**src/rtl/commit_trace_monitor.sv**
```systemverilog
// commit_trace_monitor
// Watches the core's commit stream. It counts cycles, retired instructions,
// retired control transfers, mispredictions and dropped trace pushes. The PCs
// of retired control transfers go into a FIFO, which a valid/ready stream
// drains. A select/data port reads the counters back.
module commit_trace_monitor #(
  parameter int DEPTH = 16,  // trace entries, power of two, 2..256
  parameter int CNT_W = 32   // counter width, must exceed log2(DEPTH)+1
) (
  input  logic             i_clk,
  input  logic             i_reset,
  input  logic             i_enable,
  input  logic             i_insn_vld,
  input  logic             i_ctrl,
  input  logic             i_mispred,
  input  logic [31:0]      i_pc_debug,
  input  logic             i_cnt_clear,
  input  logic             i_trace_flush,
  input  logic [2:0]       i_cnt_sel,
  output logic [CNT_W-1:0] o_cnt_data,
  output logic             o_trace_valid,
  output logic [31:0]      o_trace_pc,
  output logic             o_trace_mispred,
  input  logic             i_trace_ready
);

  localparam int AW = $clog2(DEPTH);
  localparam int PW = AW + 1;

  localparam logic [PW-1:0]    PTR_ONE  = {{AW{1'b0}}, 1'b1};
  localparam logic [PW-1:0]    PTR_ZERO = {PW{1'b0}};
  localparam logic [CNT_W-1:0] CNT_ONE  = {{(CNT_W-1){1'b0}}, 1'b1};
  localparam logic [CNT_W-1:0] CNT_ZERO = {CNT_W{1'b0}};

  // Trace storage: {mispred, pc}
  logic [32:0]      mem_q [DEPTH];

  // Pointers carry one extra wrap bit so full and empty can be told apart
  logic [PW-1:0]    wptr_q, wptr_d;
  logic [PW-1:0]    rptr_q, rptr_d;

  // Event counters
  logic [CNT_W-1:0] cyc_q, cyc_d;
  logic [CNT_W-1:0] ret_q, ret_d;
  logic [CNT_W-1:0] ctl_q, ctl_d;
  logic [CNT_W-1:0] mis_q, mis_d;
  logic [CNT_W-1:0] drp_q, drp_d;

  logic             push_req_s;
  logic             empty_s;
  logic             full_s;
  logic             pop_s;
  logic             do_push_s;
  logic             drop_s;
  logic [PW-1:0]    level_s;
  logic [32:0]      head_s;

  // FIFO status and the push/pop/drop decisions for this cycle
  always_comb begin
    push_req_s = i_enable & i_insn_vld & i_ctrl;
    empty_s    = (wptr_q == rptr_q);
    full_s     = (wptr_q[PW-1] != rptr_q[PW-1]) &&
                 (wptr_q[PW-2:0] == rptr_q[PW-2:0]);
    level_s    = wptr_q - rptr_q;
    // valid=0 can never pop, so an empty FIFO only sees the push
    pop_s      = ~empty_s & i_trace_ready;
    // When full, a pop in the same cycle frees the slot the push takes
    do_push_s  = push_req_s & (~full_s | pop_s) & ~i_trace_flush;
    // A push lost to a flush is not counted as dropped
    drop_s     = push_req_s & full_s & ~pop_s & ~i_trace_flush;
  end

  // Pointer next state: flush wins over push and pop
  always_comb begin
    wptr_d = wptr_q;
    rptr_d = rptr_q;
    if (i_trace_flush) begin
      rptr_d = wptr_q;
    end else begin
      if (do_push_s) begin
        wptr_d = wptr_q + PTR_ONE;
      end else begin
        wptr_d = wptr_q;
      end
      if (pop_s) begin
        rptr_d = rptr_q + PTR_ONE;
      end else begin
        rptr_d = rptr_q;
      end
    end
  end

  // Pointer registers
  always_ff @(posedge i_clk or negedge i_reset) begin
    if (!i_reset) begin
      wptr_q <= PTR_ZERO;
      rptr_q <= PTR_ZERO;
    end else begin
      wptr_q <= wptr_d;
      rptr_q <= rptr_d;
    end
  end

  // Trace storage. It is cleared on reset so the head reads 0 while empty.
  always_ff @(posedge i_clk or negedge i_reset) begin
    if (!i_reset) begin
      for (int i = 0; i < DEPTH; i++) begin
        mem_q[i] <= 33'd0;
      end
    end else if (do_push_s) begin
      mem_q[wptr_q[AW-1:0]] <= {i_mispred, i_pc_debug};
    end
  end

  // Counter next state: clear wins over increment, enable=0 freezes
  always_comb begin
    cyc_d = cyc_q;
    ret_d = ret_q;
    ctl_d = ctl_q;
    mis_d = mis_q;
    drp_d = drp_q;
    if (i_cnt_clear) begin
      cyc_d = CNT_ZERO;
      ret_d = CNT_ZERO;
      ctl_d = CNT_ZERO;
      mis_d = CNT_ZERO;
      drp_d = CNT_ZERO;
    end else if (i_enable) begin
      cyc_d = cyc_q + CNT_ONE;
      ret_d = ret_q + (i_insn_vld ? CNT_ONE : CNT_ZERO);
      ctl_d = ctl_q + ((i_insn_vld & i_ctrl) ? CNT_ONE : CNT_ZERO);
      // The mispredict flag is already registered in the core and is not
      // qualified by insn_vld
      mis_d = mis_q + (i_mispred ? CNT_ONE : CNT_ZERO);
      drp_d = drp_q + (drop_s ? CNT_ONE : CNT_ZERO);
    end else begin
      cyc_d = cyc_q;
      ret_d = ret_q;
      ctl_d = ctl_q;
      mis_d = mis_q;
      drp_d = drp_q;
    end
  end

  // Counter registers
  always_ff @(posedge i_clk or negedge i_reset) begin
    if (!i_reset) begin
      cyc_q <= CNT_ZERO;
      ret_q <= CNT_ZERO;
      ctl_q <= CNT_ZERO;
      mis_q <= CNT_ZERO;
      drp_q <= CNT_ZERO;
    end else begin
      cyc_q <= cyc_d;
      ret_q <= ret_d;
      ctl_q <= ctl_d;
      mis_q <= mis_d;
      drp_q <= drp_d;
    end
  end

  // Counter read mux. Selects 6 and 7 read as zero.
  always_comb begin
    o_cnt_data = CNT_ZERO;
    case (i_cnt_sel)
      3'd0:    o_cnt_data = cyc_q;
      3'd1:    o_cnt_data = ret_q;
      3'd2:    o_cnt_data = ctl_q;
      3'd3:    o_cnt_data = mis_q;
      3'd4:    o_cnt_data = drp_q;
      3'd5:    o_cnt_data = {{(CNT_W-PW){1'b0}}, level_s};
      default: o_cnt_data = CNT_ZERO;
    endcase
  end

  // Head of the FIFO. It comes straight from the registers, so valid drops
  // together with the asynchronous pointer reset.
  always_comb begin
    head_s          = mem_q[rptr_q[AW-1:0]];
    o_trace_valid   = ~empty_s;
    o_trace_pc      = head_s[31:0];
    o_trace_mispred = head_s[32];
  end

endmodule

```
**config.mk**
```make
export PLATFORM = sky130hd
export DESIGN_NAME = commit_trace_monitor
export DESIGN_NICKNAME = d
export VERILOG_FILES = /design/src/rtl/commit_trace_monitor.sv
export SDC_FILE = /design/constraint.sdc
export NUM_CORES = 1
export LEC_CHECK = 0
export ABC_AREA = 1
export CORE_UTILIZATION = 50
export CTS_BUF_LIST = sky130_fd_sc_hd__clkbuf_2
export DETAILED_ROUTE_END_ITERATION = 10
export GPL_TIMING_DRIVEN = 0
export PLACE_DENSITY = 0.76
export SYNTH_ARGS = -nofsm -noshare
export SYNTH_HDL_FRONTEND = slang
export SYNTH_SLANG_ARGS = --single-unit
```
**constraint.sdc**
```tcl
create_clock -name i_clk -period 3.28 [get_ports i_clk]
set_input_delay 0.984 -clock i_clk [delete_from_list [all_inputs] [get_ports i_clk]]
set_output_delay 0.984 -clock i_clk [all_outputs]
set_load 0.02 [all_outputs]
```
==> impl_metrics.csv <==
group,metric,value,unit
synthesis,synth_edf_count,0,
timing,hold_viol_final,0,
worst_setup_path,crit_path_end_kind,"primary output",
placed_design,place.gp.congestion,1.01,
floorplanning,die_area,0.0714,mm²
timing,period_needed,4.31,ns
drt,wl_per_cell,19.7,µm
power_and_ir_drop,fin_total_pwr,30.1,mW
synthesis,synth-async-reset-ratio,100,%
timing,setup_viol,66,
floorplanning,core_area,0.0691,mm²
worst_setup_path,r2r-start,"rptr_q[2]",
grt,grt_first_pass_wirelength,180000,µm
floorplanning,die_h,267,µm
timing,relSlewSlack,36.9,%
grt,grt.total_usage,32.7,%
synthesis,syn-cell-area,0.0352,mm²
worst_setup_path,crit_family,"flip-flops",
power_and_ir_drop,power.density,722,mW/mm²
timing,fin_skew,0.148,ns
synthesis,syn_nets,4475,
min_path,worstHoldPathType,"in2async",
placed_design,placement.io_buffers,108,
worst_setup_path,path_max_fanout,4,
finish,utilization,60.4,%
grt,grt_max_degree,114,
floorplanning,pin_count,110,
timing,rsz0062_at_grt,"yes",
synthesis,synth_cell_types,46,
clock_tree,clock_latency,1.47,ns
drt,ant_nets,0,
drt,drtIter0Drc,3443,
worst_setup_path,r2r_end,"drp_q[16]",
worst_setup_path,crit_top_cell,"buf_6",
grt,antenna_found_initial,2,
run_status,outcome,"finished with violations",
clock_tree,clkSlewWorstSetupHoldPaths,0.11,ns
placed_design,dp_hpwl,84100,µm
run_status,violations,"setup timing",
worst_setup_path,cp_data_arrival_time,3.33,ns
finish,synthToLayoutAreaGrowth,18.6,%
drt,drt_first_pass_iters,6,
timing,holdWs,0.141,ns
clock_tree,cts_sinks,698,
synthesis,synth_cells,4412,
worst_setup_path,crit_buf_inv,3,
floorplanning,initial_utilization,50.9,%
synthesis,synth_seq_cells,698,
floorplanning,die_w,267,µm
floorplanning,row_count,96,
synthesis,ys_seq_area_share,49.6,%
synthesis,ys_warn_count,0,
clock_tree,cts_root_buffer,"clkbuf_2",
synthesis,synth.avg_cell_area,7.97,µm²
finish,layout.nets,4863,
drt,vias_per_cell,5.71,
clock_tree,clockBufferDepth,3,
synthesis,synthFlopType,"dfrtp_1",
timing,finalMaxSlewViolations,0,
timing,period_share,132,%
clock_tree,cts_tree,"yes",
timing,max_clock_freq,232,MHz
finish,drive_gt1_share,20.7,%
grt,overflow,0,
worst_setup_path,cp-start-kind,"flip-flop",
timing,fin_ws,-1.03,ns
power_and_ir_drop,cellLeakagePower,19.2,nW
worst_setup_path,reg2reg_depth,14,
worst_setup_path,cpPeakStageDelay,0.51,ns
worst_setup_path,cpMaxStageDelayCell,"dfrtp_2",
worst_setup_path,r2r_slack,0.11,ns
worst_setup_path,cp_cell_sequence,"buf_6 -> ha_4 -> inv_2 -> fa_2 -> or2_4 -> a32oi_2 -> nand3_2 -> buf_6",
drt,routed_wl,116000,µm
grt,grt_pass1_vias,32400,
power_and_ir_drop,peakVddDrop,386,µV
worst_setup_path,crit_type,"reg2out",
drt,via_count,33400,
timing,worstMarginPinSlew,0.946,ns
job,maxCapViolations,0,
drt,drc,0,
clock_tree,cts_htree_levels,4,
clock_tree,cts_buffers,179,
worst_setup_path,crit_required,2.30,ns
==> power breakdown <==
| group | switching, mW | internal [mW] | leakage, nW |
|---|---|---|---|
| clock network | 3.78 | 2.05 | 1.15 |
| registers | 1.13 | 10.3 | 9.53 |
| logic | 7.75 | 5.09 | 8.53 |
| total | 12.7 | 17.5 | 19.2 |
==> metrics by stage <==
step	setup WS, ns	instances	setup TNS (ns)	area [µm²]
finish	-1.03	5861	-39.28	41700
global route	-1.14	5860	-45.29	41700
CTS	-1.13	5840	-45.05	41300
detailed placement	-1.46	5458	-282.65	37600
global placement	-30.29	5451	-	37400
floorplan	0.200	4412	0	35200
==> worst max-delay path by stage <==
stage | startpoint | to | cells past startpoint
floorplan | rptr_q[1] | o_cnt_data[3] | 8
global placement | i_reset | ret_q[23] | 1
detailed placement | i_cnt_sel[0] | o_cnt_data[7] | 8
CTS | rptr_q[0] | o_cnt_data[2] | 8
global route | rptr_q[0] | o_cnt_data[2] | 8
finish | rptr_q[0] | o_cnt_data[2] | 8
==> final cells by class <==
type	count	area [µm²]
Timing Repair Buffer	208	2000
Fill cell	6129	27400
Inverter	266	1030
Antenna cell	6	15.0
Tap cell	931	1160
Clock inverter	61	282
Sequential cell	698	17500
Buffer	282	2580
Multi-Input combinational cell	3165	15900
Clock buffer	244	1220
==> flip-flops by register name, indices dropped and copies added (netlist names) <==
register,flops
drp_q,32
ret_q,32
rptr_q,5
ctl_q,32
cyc_q,32
mem_q,528
mis_q,32
wptr_q,5
==> timing repair <==
action / CTS / global route
pin swaps: 89 / 43
resized for setup: 850 / 142
setup buffers: 72 / 14
hold endpoints to repair: 100 / 0
hold buffers: 2 / 0
setup endpoints to repair: 627 / 79
cloned: 4 / 1
==> metal layers <==
metal  track usage, %  routed length (µm)  up-vias  share of wire [%]
met4             18.4                6500        0                5.6
met3             6.31               10300      369                8.9
met5                0                   0        -                  0
met2             51.8               52800     1612                 46
met1             42.2               46200    15900                 40
li1                 -                   -    15600                  -
==> placed cells by master, fill, tap and decap left out, types with 61 or more instances in the layout <==
cell	n
clkbuf_2	272
nand2_2	61
buf_4	152
a21oi_1	93
nand2_1	937
o21ai_1	138
dfrtp_1	677
inv_1	220
o211ai_1	84
o21ai_2	92
nand3_1	161
nor2_1	616
clkbuf_1	73
o21ai_0	639
==> cell usage after synthesis, types with 8 or more instances <==
library cell / count / area, µm²
a21oi_1: 108 / 541
a22oi_1: 10 / 75.1
buf_1: 11 / 41.3
buf_12: 33 / 661
buf_2: 55 / 275
buf_4: 29 / 218
buf_6: 8 / 90.1
clkbuf_1: 147 / 552
dfrtp_1: 698 / 17500
ha_1: 18 / 225
inv_1: 257 / 965
nand2_1: 946 / 3550
nand2_2: 56 / 350
nand2_4: 9 / 101
nand3_1: 194 / 971
nand4_1: 39 / 244
nor2_1: 649 / 2440
nor3_1: 39 / 195
o2111ai_1: 8 / 70.1
o211ai_1: 84 / 631
o21ai_0: 723 / 3620
o21ai_1: 92 / 460
o21ai_2: 59 / 517
o22ai_1: 84 / 526
==> kinds of logic (layout without fill, tap and decap cells) <==
logic type | Yosys count | after routing | synth area share [%]
other | 0 | 6 | 0
buffers and inverters | 549 | 1061 | 8.07
adder cells (fa/ha/maj) | 19 | 19 | 0.697
XOR/XNOR | 7 | 7 | 0.174
AO/OA/AOI/OAI | 1182 | 1182 | 18.6
flip-flops | 698 | 698 | 49.6
AND/OR/NAND/NOR | 1957 | 1957 | 22.8
No activity file was read; power rests on OpenSTA's default activity.
